===== config.mk =====
export PLATFORM = sky130hd
export DESIGN_NAME = am_tdm_flat
export DESIGN_NICKNAME = d
export VERILOG_FILES = /design/src/rtl/am_tdm_if.sv /design/src/rtl/am_tdm.sv /design/src/flat_wrapper.sv
export SDC_FILE = /design/constraint.sdc
export NUM_CORES = 1
export LEC_CHECK = 0
export CAP_MARGIN = 20
export CORE_MARGIN = 1
export CORE_UTILIZATION = 31
export CTS_CLUSTER_SIZE = 24
export DETAILED_ROUTE_END_ITERATION = 10
export GPL_ROUTABILITY_DRIVEN = 0
export GPL_TIMING_DRIVEN = 1
export HOLD_SLACK_MARGIN = 0.03
export PLACE_DENSITY = 0.52
export SLEW_MARGIN = 25
export SYNTH_ARGS = -nofsm -noshare
export SYNTH_HDL_FRONTEND = slang
export SYNTH_SLANG_ARGS = --single-unit

===== constraint.sdc =====
create_clock -name clk -period 16.1 [get_ports clk]
set_input_delay 1.61 -clock clk [delete_from_list [all_inputs] [get_ports clk]]
set_output_delay 1.61 -clock clk [all_outputs]
set_load 0.05 [all_outputs]

===== src/rtl/am_tdm_if.sv =====
// Sample-frame bus for am_tdm: frame request, packed voice samples/envelopes and results.
interface am_tdm_if #(
    parameter int unsigned WAVE_W     = 12,
    parameter int unsigned ENV_W      = 8,
    parameter int unsigned NUM_VOICES = 3
);
    logic                           sample_start;
    logic [NUM_VOICES*WAVE_W-1:0]   wave_in;
    logic [NUM_VOICES*ENV_W-1:0]    env_in;
    logic [NUM_VOICES*WAVE_W-1:0]   wave_out;
    logic [WAVE_W-1:0]              mix_out;
    logic                           busy;
    logic                           done;

    modport master (
        output sample_start, wave_in, env_in,
        input  wave_out, mix_out, busy, done
    );

    modport slave (
        input  sample_start, wave_in, env_in,
        output wave_out, mix_out, busy, done
    );
endinterface


===== src/rtl/am_tdm.sv =====
// Time-multiplexed AM scaler: one shared multiplier applies each voice envelope in turn
// and mixes the results with saturation. Define AM_TDM_ROUND_EN for round-half-up scaling.
module am_tdm #(
    parameter int unsigned WAVE_W     = 12,
    parameter int unsigned ENV_W      = 8,
    parameter int unsigned NUM_VOICES = 3
) (
    input  logic     clk,
    input  logic     rst_n,
    am_tdm_if.slave  bus
);
    localparam int unsigned IDX_W  = (NUM_VOICES > 1) ? $clog2(NUM_VOICES) : 1;
    localparam int unsigned ACC_W  = WAVE_W + $clog2(NUM_VOICES) + 1;
    localparam int unsigned PROD_W = WAVE_W + ENV_W + 1;

    localparam logic signed [ACC_W-1:0]  ACC_MAX = ACC_W'((2 ** (WAVE_W - 1)) - 1);
    localparam logic signed [ACC_W-1:0]  ACC_MIN = ~ACC_MAX;
    localparam logic signed [WAVE_W-1:0] MIX_MAX = {1'b0, {(WAVE_W - 1){1'b1}}};
    localparam logic signed [WAVE_W-1:0] MIX_MIN = {1'b1, {(WAVE_W - 1){1'b0}}};
`ifdef AM_TDM_ROUND_EN
    localparam logic signed [PROD_W-1:0] RND = PROD_W'(1) << (ENV_W - 1);
`endif

    typedef enum logic [1:0] {IDLE, RUN, FINISH} state_t;

    state_t                   state;
    logic [IDX_W-1:0]         idx;
    logic signed [ACC_W-1:0]  acc;
    logic signed [WAVE_W-1:0] wave_sh [NUM_VOICES];
    logic [ENV_W-1:0]         env_sh  [NUM_VOICES];
    logic signed [WAVE_W-1:0] wave_q  [NUM_VOICES];
    logic signed [WAVE_W-1:0] mix_q;
    logic                     busy_q;
    logic                     done_q;

    logic signed [PROD_W-1:0] wave_x_c;
    logic signed [PROD_W-1:0] env_x_c;
    logic signed [PROD_W-1:0] prod_c;
    logic signed [PROD_W-1:0] prod_r_c;
    logic signed [WAVE_W-1:0] scaled_c;
    logic signed [WAVE_W-1:0] mix_sat_c;

    // Shared multiplier datapath, operating on the shadow copy of voice idx
    always_comb begin
        wave_x_c = PROD_W'(wave_sh[idx]);
        env_x_c  = PROD_W'($signed({1'b0, env_sh[idx]}));
        prod_c   = wave_x_c * env_x_c;
`ifdef AM_TDM_ROUND_EN
        prod_r_c = prod_c + RND;
`else
        prod_r_c = prod_c;
`endif
        scaled_c = WAVE_W'(prod_r_c >>> ENV_W);
    end

    // Clamp the wide accumulator into the output sample range
    always_comb begin
        mix_sat_c = WAVE_W'(acc);
        if (acc > ACC_MAX)
            mix_sat_c = MIX_MAX;
        else if (acc < ACC_MIN)
            mix_sat_c = MIX_MIN;
    end

    always_ff @(posedge clk or negedge rst_n) begin
        if (!rst_n) begin
            state  <= IDLE;
            idx    <= '0;
            acc    <= '0;
            mix_q  <= '0;
            busy_q <= 1'b0;
            done_q <= 1'b0;
            for (int v = 0; v < int'(NUM_VOICES); v++) begin
                wave_sh[v] <= '0;
                env_sh[v]  <= '0;
                wave_q[v]  <= '0;
            end
        end else begin
            done_q <= 1'b0;
            case (state)
                IDLE: begin
                    if (bus.sample_start) begin
                        for (int v = 0; v < int'(NUM_VOICES); v++) begin
                            wave_sh[v] <= bus.wave_in[v*WAVE_W +: WAVE_W];
                            env_sh[v]  <= bus.env_in[v*ENV_W +: ENV_W];
                        end
                        acc    <= '0;
                        idx    <= '0;
                        busy_q <= 1'b1;
                        state  <= RUN;
                    end
                end
                RUN: begin
                    wave_q[idx] <= scaled_c;
                    acc         <= acc + ACC_W'(scaled_c);
                    idx         <= idx + IDX_W'(1);
                    if (idx == IDX_W'(NUM_VOICES - 1))
                        state <= FINISH;
                end
                FINISH: begin
                    mix_q  <= mix_sat_c;
                    done_q <= 1'b1;
                    busy_q <= 1'b0;
                    idx    <= '0;
                    state  <= IDLE;
                end
                default: state <= IDLE;
            endcase
        end
    end

    for (genvar v = 0; v < int'(NUM_VOICES); v++) begin : g_pack
        assign bus.wave_out[v*WAVE_W +: WAVE_W] = wave_q[v];
    end

    assign bus.mix_out = mix_q;
    assign bus.busy    = busy_q;
    assign bus.done    = done_q;
endmodule


===== src/flat_wrapper.sv =====
// flat-port wrapper written by rule: the top's interface ports become plain ports
module am_tdm_flat 
#(
    parameter int unsigned WAVE_W     = 12,
    parameter int unsigned ENV_W      = 8,
    parameter int unsigned NUM_VOICES = 3
)
  (clk, rst_n, bus_sample_start, bus_wave_in, bus_env_in, bus_wave_out, bus_mix_out, bus_busy, bus_done);
  am_tdm_if #(.WAVE_W(WAVE_W), .ENV_W(ENV_W), .NUM_VOICES(NUM_VOICES)) bus_i ();
  input  logic clk;
  input  logic rst_n;
  input wire logic [$bits(bus_i.sample_start)-1:0] bus_sample_start;
  input wire logic [$bits(bus_i.wave_in)-1:0] bus_wave_in;
  input wire logic [$bits(bus_i.env_in)-1:0] bus_env_in;
  output wire logic [$bits(bus_i.wave_out)-1:0] bus_wave_out;
  output wire logic [$bits(bus_i.mix_out)-1:0] bus_mix_out;
  output wire logic [$bits(bus_i.busy)-1:0] bus_busy;
  output wire logic [$bits(bus_i.done)-1:0] bus_done;
  assign bus_i.sample_start = bus_sample_start;
  assign bus_i.wave_in = bus_wave_in;
  assign bus_i.env_in = bus_env_in;
  assign bus_wave_out = bus_i.wave_out;
  assign bus_mix_out = bus_i.mix_out;
  assign bus_busy = bus_i.busy;
  assign bus_done = bus_i.done;
  am_tdm #(.WAVE_W(WAVE_W), .ENV_W(ENV_W), .NUM_VOICES(NUM_VOICES)) u_core (.clk(clk), .rst_n(rst_n), .bus(bus_i));
endmodule

; Yosys cells after proc, flatten, opt, wreduce, memory -nomap -nowiden
; Index checks and enable logic that the tools add are counted.
[totals]
register_bits = 129
latch_bits = 0
mem_bits_rw = 0
rom_bits = 0
inputBits = 63
output_inout_bits = 50
wordCells = 59
memories = 0
[classes]
addsub = 2
n_mul = 1
div = 0
n_lt_le_gt_ge = 4
n_eq_ne = 5
shifts = 0
mux = 21
bitwise = 1
n_reduce_logical = 10
[op_table]
columns = op, count
row1 = $mux 12, 5
row2 = $bwmux 36, 1
row3 = $pmux 15 s2, 1
row4 = $bmux 12 s2, 1
row5 = $demux 12 s2, 1
row6 = $mul 12x9->20, 1
row7 = $bmux 8 s2, 1
row8 = $mux 8, 2
row9 = $add 15x12->15, 1
row10 = $gt 15x12->1 const B, 1
row11 = $lt 15x12->1 const B, 1
row12 = $mux 15, 1
row13 = $reduce_and 2->1, 5
row14 = $mux 2, 3
row15 = $pmux 2 s3, 1
row16 = $eq 2x2->1 const B, 2
row17 = $pmux 2 s2, 1
row18 = $reduce_bool 2->1, 2
row19 = $ge 3x3->1 const B, 1
row20 = $lt 3x1->1 const B, 1
row21 = $not 2->3, 1
row22 = $reduce_bool 3->1, 1
row23 = $add 2x1->2 const B, 1
row24 = $eq 2x1->1 const B, 1
row25 = other kinds (6), 7

; Depth between registers and ports, before layout
; Gate-level depths: netlist (run 1).
[logic_depth]
depth_word = 7
depth_mapped = 36
ltp_nobuf = 35

; Least setup slack after synthesis (run 1)
; OpenSTA, ideal clock, no wires.
[synth_path]
path_kind = reg2reg
startpoint = register u_core.idx[1]
endpoint = register u_core.acc[14]
setup_ps = 126
arrival_ps = 7190
required_ps = 15974
setup_slack_ps = 8784
path_stages_with_launch = 33
path_buffers = 2
period_less_slack_ps = 7316
path_cell_list = dfrtp_1 buf_6 buf_1 mux2i_1 nor2_1 a21oi_1 nor2_1 fa_1 fa_1 fa_1 inv_1 fa_1 inv_1 ha_1 a21oi_1 o21bai_1 a21oi_1 o21ai_0 or4_4 and2_1 a21oi_1 xor2_1 inv_1 ha_1 a21oi_1 nor2b_1 a41o_1 nor4_1 nor3_1 a31oi_1 xnor2_1 nand2b_1 mux2i_1
[synth_via]
elab_chain_len = 7
elab_cells_between_ends = 10
classes_between = add/sub (1) / mul (1) / mux (7) / bitwise (1)
[synth_lines]
columns = element, line
row1 = start: declaration, am_tdm.sv:27  ; logic [IDX_W-1:0] idx;
row2 = start signal: assignment, am_tdm.sv:96  ; idx <= idx + IDX_W'(1);
row3 = $not 2->3 (implied by the code) (*), "am_tdm.sv:45, am_tdm.sv:46"
row4 = $bmux 12 s2 or $bmux 8 s2 (tied branches), "am_tdm.sv:45, am_tdm.sv:46"
row5 = $mux 12 (implied by the code) or $mux 8 (tied branches) (2 in a row), "am_tdm.sv:45, am_tdm.sv:46"
row6 = $mul 12x9->20 (*), am_tdm.sv:47  ; prod_c = wave_x_c * env_x_c;
row7 = named net u_core.prod_c[16], am_tdm.sv:38  ; logic signed [PROD_W-1:0] prod_c;
row8 = $add 15x12->15 (*), am_tdm.sv:95  ; acc <= acc + ACC_W'(scaled_c);
row9 = $pmux 15 s2 (*), am_tdm.sv:80  ; case (state)
row10 = end signal: assignment, am_tdm.sv:95
row11 = end: declaration, am_tdm.sv:28  ; logic signed [ACC_W-1:0] acc;
; Mark *: on every way through the listed nets, which the timed path passes. The rest lies on a longest branch. The select of a mux whose other input is x is not followed.
; A chain may end at the register's enable or synchronous reset.

; Worst setup path after layout (run 1)
[layout_path]
startpoint = register u_core.idx[0]
endpoint = register u_core.acc[14]
; Same word-level chain as after synthesis.

==> run summary, run 1 <==
Overall routing resource usage - 0.1559
Worst slew pin tran - 990.6 ps
Layout cell share with drive strength beyond 1 - 0.1126
CTS Buf Count - 17
Starting Density - 0.3190
Worst skew pair latency - 430 ps
CP required - 16440 ps
Gate Count Post-Synth - 900
Vias in the first global route - 6612
Max Cap Violations - 0
Largest net degree at the start of global routing - 74
Cts repair resizes - 0
FF-to-FF setup slack - 7960 ps
Critical Path Most Common Cell - inv_1
PortBufs - 112
Yosys warns - 0
Syn-to-layout area delta - 24.21%
Peak Freq - 0.1228 GHz
Final hold violations - 0
Worst path top cell family by delay - adder cells
Vias per cell - 4.474
Final Cycle Share - 0.5059
Final WL - 21140 um
ANT cells - 0
Final Max Tran Viols - 0
Commonest cells post-synth - 131 x inv_1, 129 x dfrtp_1, 117 x nand2_1, 76 x fa_1, 74 x nor2_1
Post-synth top area share - 0.3593
Setup TNS Final - 0 ps
Worst path buffer plus inverter count - 6
Post-CTS Setup Bufs - 0
Critical Path AT - 8490 ps
I/O pin cnt - 113
RSZ-0062 raised after global routing - false
Flops & latches, synth - 129
Clock Root Buffer - clkbuf_16
Via count - 6259
Synthesized net count - 1093
Main flop type after synthesis - dfrtp_1
Clk sink count - 129
Core area - 28160 um2
Post-synth EDFFs - 0
Max Root-Sink Buffers - 2
Dpl hpwl - 16500 um
Worst-path clk slew - 60 ps
Largest area contributor in the netlist - dfrtp_1
Final ANT Viol Nets - 0
Hold Buf Count CTS - 0
Status - complete, no violations
First-pass GRT wire length - 35350 um
DR pass1 iterations - 5
Total Nets Final - 1201
CP max stage cell - dfrtp_1
Antenna violations before repair - 0
CP max FO - 31
Top-count cell post-synth - inv_1
Row count - 61
CTS tree - built
Worst Hold Class - reg2reg
Crit-path max cell delay - 830 ps
DIE AREA - 29660 um2
DRC violations left - 0
DR WL/cell - 15.11 um
Die Y - 172.2 um
Mapped Avg Cell Area - 9.982 um2
First-iteration detailed-routing DRC count - 331
Min cycle time layout - 8145 ps
Rel. slew slack - 0.3396
Post-synth cell types - 45
Synth top area cells - dfrtp_1 36%, fa_1 17%, mux2_2 7.9%
Final Setup Violations - 0
Gr ovfl total - 0
Seq/Total Area, Yosys - 0.3593
CP Launch Type - register
Mapped Area - 8984 um2
Setup Skew - 13.90 ps
CP Capture Type - register
H-tree level count - 4
Chip width - 172.2 um
WS Path Type - reg2reg
Async SR Flop Fraction - 1.000
-- cell type report --
cell class              instances  area, um2
clock buffers                  23      488.0
clock inverters                 9      152.6
fillers                      2762      17010
inverters                     132      495.5
multi-input cells             611       5157
flip-flops and latches        129       3228
well taps                     378      473.0
repair buffers                117       1164
-- tightest hold or removal path, stage by stage, from the launching register on --
cell	delay, ps
dfrtp_1	340
nand2_1	50
nand2_1	40
-- path summary, 6_finish.rpt --
kind,start,to,cells after the start
worst max register to register,u_core.idx[0],u_core.acc[14],31
worst min register to register,u_core.bus.mix_out[9],u_core.bus.mix_out[9],2
max in group asynchronous,rst_n,u_core.wave_sh[10],2
worst max-delay path,u_core.idx[0],u_core.acc[14],31
worst min-delay path,u_core.bus.mix_out[9],u_core.bus.mix_out[9],2
min in group asynchronous,rst_n,u_core.bus.done,1
-- kinds of logic (layout without fill, tap and decap cells) --
logic type               after synthesis  count (layout)  synth area share
AO/OA/AOI/OAI                        146             146           0.09526
XOR/XNOR                              30              30           0.03008
flip-flops                           129             129            0.3593
adder cells (fa/ha/maj)              130             130            0.2446
multiplexers                          82              82            0.1001
buffers and inverters                160             281           0.06783
AND/OR/NAND/NOR                      223             223            0.1028
-- state kept, by name, summed over array words and instances (netlist names) --
register,cells
u_core.idx,2
u_core.bus.busy,1
u_core.acc,15
u_core.env_sh,24
u_core.bus.wave_out,36
u_core.wave_sh,36
u_core.state,2
u_core.bus.mix_out,12
u_core.bus.done,1
-- per-layer routing --
layer | up-vias | track usage | routed length, um
li1 | 3104 | - | -
met1 | 2995 | 0.2115 | 10340
met2 | 143 | 0.2463 | 9495
met3 | 17 | 0.04051 | 1078
met4 | 0 | 0.03886 | 231
met5 | - | 0 | 0
-- layout by cell type (no fill, tap or decap), drive strengths merged, types with 4 or more instances in the layout --
cell             n
mux2            63
bufinv           4
clkinv           5
o21bai           9
o21ai           69
ha              54
clkbuf          23
nand2b           5
a21o            16
nor2            74
nor2b            4
clkdlybuf4s50  111
xor2            10
dfrtp          129
a21oi           38
buf              6
mux2i           19
nand2          117
fa              76
nor3             5
inv            132
xnor2           20
or2              6
-- metrics by stage --
step	cells	hold WS, ps	setup WS, ps	instance area (um2)	utilization
6_report	1399	461.8	7955	11160	0.3962
5_1_grt	1399	489.9	7204	11160	0.3962
4_1_cts	1399	470.9	7849	11150	0.3959
3_5_place_dp	1367	456.8	7862	10510	0.3732
3_3_place_gp	1367	453.9	8021	10510	0.3732
2_1_floorplan	900	472.6	8784	8984	-
Power of run 1 is left out: the tool's default activity adds up to more than one toggle a clock period on the data nets, which glitch-free logic cannot reach.
==> run 2: changes to the inputs <==
==> constraint.sdc (replaced) <==
create_clock -name clk -period 7.72 [get_ports clk]
set_input_delay 0.772 -clock clk [delete_from_list [all_inputs] [get_ports clk]]
set_output_delay 0.772 -clock clk [all_outputs]
set_load 0.05 [all_outputs]
==> run summary, run 2 (synthesized netlist as in run 1, its figures left out) <==
Status - complete, no violations (unchanged)
DIE AREA - 29660 um2 (unchanged)
CTS Buf Count - 17 (unchanged)
Final Setup Violations - 0 (unchanged)
Rel. slew slack - 0.3795 (was 0.3396)
PortBufs - 112 (unchanged)
Dpl hpwl - 16720 um (was 16500 um)
I/O pin cnt - 113 (unchanged)
CP max FO - 13 (was 31)
Total Nets Final - 1225 (was 1201)
Vias in the first global route - 6704 (was 6612)
DR pass1 iterations - 4 (was 5)
WS Path Type - reg2reg (unchanged)
First-pass GRT wire length - 35570 um (was 35350 um)
Vias per cell - 4.523 (was 4.474)
Final WL - 21090 um (was 21140 um)
Commonest non-fill, non-tap cells in the layout - 131 x inv_1, 128 x dfrtp_1, 117 x nand2_1 (was 131 x inv_1, 129 x dfrtp_1, 117 x nand2_1)
DR WL/cell - 14.82 um (was 15.11 um)
Critical Path AT - 7540 ps (was 8490 ps)
Overall routing resource usage - 0.1555 (was 0.1559)
ANT cells - 0 (unchanged)
Largest net degree at the start of global routing - 67 (was 74)
Starting Density - 0.3190 (unchanged)
Syn-to-layout area delta - 26.34% (was 24.21%)
CTS tree - built (unchanged)
Final ANT Viol Nets - 0 (unchanged)
CP Capture Type - register (unchanged)
Worst-path clk slew - 60 ps (about the same)
Layout cell share with drive strength beyond 1 - 0.1502 (was 0.1126)
Worst slew pin tran - 928.9 ps (was 990.6 ps)
CP max stage cell - fa_1 (was dfrtp_1)
Crit. Startpoint - u_core.idx[1] (was u_core.idx[0])
Via count - 6436 (was 6259)
Most common cell after layout, fill and taps aside - inv_1 (unchanged)
Setup TNS Final - 0 ps (unchanged)
Met3 routed WL - 763 um (was 1078 um)
Die Y - 172.2 um (unchanged)
Final Cycle Share - 0.9317 (was 0.5059)
Max Used Layer - met4 (unchanged)
Antenna violations before repair - 0 (unchanged)
Setup Skew - 10.89 ps (was 13.90 ps)
First-iteration detailed-routing DRC count - 218 (was 331)
CP Launch Type - register (unchanged)
Clk sink count - 129 (unchanged)
Peak Freq - 0.1390 GHz (was 0.1228 GHz)
Row count - 61 (unchanged)
Max Root-Sink Buffers - 2 (unchanged)
DR WL met2 - 10140 um (was 9495 um)
Min cycle time layout - 7193 ps (was 8145 ps)
Worst Hold Class - in2async (was reg2reg)
Crit-path max cell delay - 540 ps (was 830 ps)
DRC violations left - 0 (unchanged)
DP Cell Count - 1388 (was 1367)
Final Max Tran Viols - 0 (unchanged)
Critical Path Most Common Cell - fa_1 (was inv_1)
H-tree level count - 4 (unchanged)
Reg-to-Reg Start - u_core.idx[1] (was u_core.idx[0])
Clock Root Buffer - clkbuf_16 (unchanged)
Core area - 28160 um2 (unchanged)
Chip width - 172.2 um (unchanged)
Worst skew pair latency - 420 ps (was 430 ps)
M1 wire length - 9972 um (was 10340 um)
Final hold violations - 0 (unchanged)
Gr ovfl total - 0 (unchanged)
Final Non-Filler Cells - 1423 (was 1399)
Max Cap Violations - 0 (unchanged)
CP required - 8070 ps (was 16440 ps)
## run 2: cell count changes in the layout (fill, tap and decap cells not counted), sizes merged
cell      delta
clkbuf       -4
bufinv       -3
buf         +24
clkinvlp     +3
inv          +2
clkinv       +2
## run 2: path summary, 6_finish.rpt
check / endpoint / cells past startpoint / slack (ps)
min in group clk: u_core.bus.mix_out[3] / 2 / 460
min: u_core.bus.done / 1 / 340
max: u_core.acc[14] / 31 / 530
max in group asynchronous: u_core.wave_sh[32] / 2 / 6070
min reg2reg: u_core.bus.mix_out[3] / 2 / 460
max reg2reg: u_core.acc[14] / 31 / 530
## run 2: per-layer routing
metal | GRT usage | up-vias
met3 | 0.02586 | 16
met2 | 0.2637 | 132
li1 | - | 3155
met5 | 0 | -
met1 | 0.2061 | 3133
met4 | 0.03771 | 0
## run 2: worst max-delay path, delay by kind of cell, from the launching register on
kind                       cells  cell delay (ps)
and+or+nand+nor                6              980
muxes                          2              290
DFF                            1              480
AOI/OAI and AO/OA              9             1640
buffers and inverters          5              420
adders and majority gates      7             2870
xor gates and xnor gates       2              390
## run 2: stage by stage
step | setup WS [ps] | cell area (um2) | util | hold slack [ps]
after floorplan | 404.5 | 8984 | - | 472.6
after global placement | 256.8 | 10680 | 0.3792 | 453.6
after detailed placement | 171.1 | 10680 | 0.3792 | 454.3
after CTS | 150.3 | 11240 | 0.3990 | 353.4
after global routing | -19.25 | 11350 | 0.4030 | 388.7
final | 527.3 | 11350 | 0.4030 | 341.9
## run 2: timing repair
action / CTS / global route
gates resized for setup: 0 / 20
endpoints found under the setup margin: 0 / 3
hold buffers: 0 / 0
hold endpoints to repair: 0 / 0
buffers inserted: 0 / 3
## run 2: layout make-up
type / count / area [um2]
Sequential cell: 129 / 3229
Multi-Input combinational cell: 611 / 5240
Fill cell: 2781 / 16810
Tap cell: 378 / 473.0
Timing Repair Buffer: 141 / 1356
Clock buffer: 19 / 442.9
Clock inverter: 13 / 112.6
Inverter: 132 / 495.5
Power of run 2 is left out for the same reason.
==> run 3: changes to the inputs <==
--- a/config.mk
+++ b/config.mk
@@ -18,3 +18,4 @@
 export SYNTH_ARGS = -nofsm -noshare
 export SYNTH_HDL_FRONTEND = slang
 export SYNTH_SLANG_ARGS = --single-unit
+export TNS_END_PERCENT = 20
==> results of run 3 <==
Final layout, timing and power as in run 2 (identical DEF).
Power of run 3 is left out for the same reason.
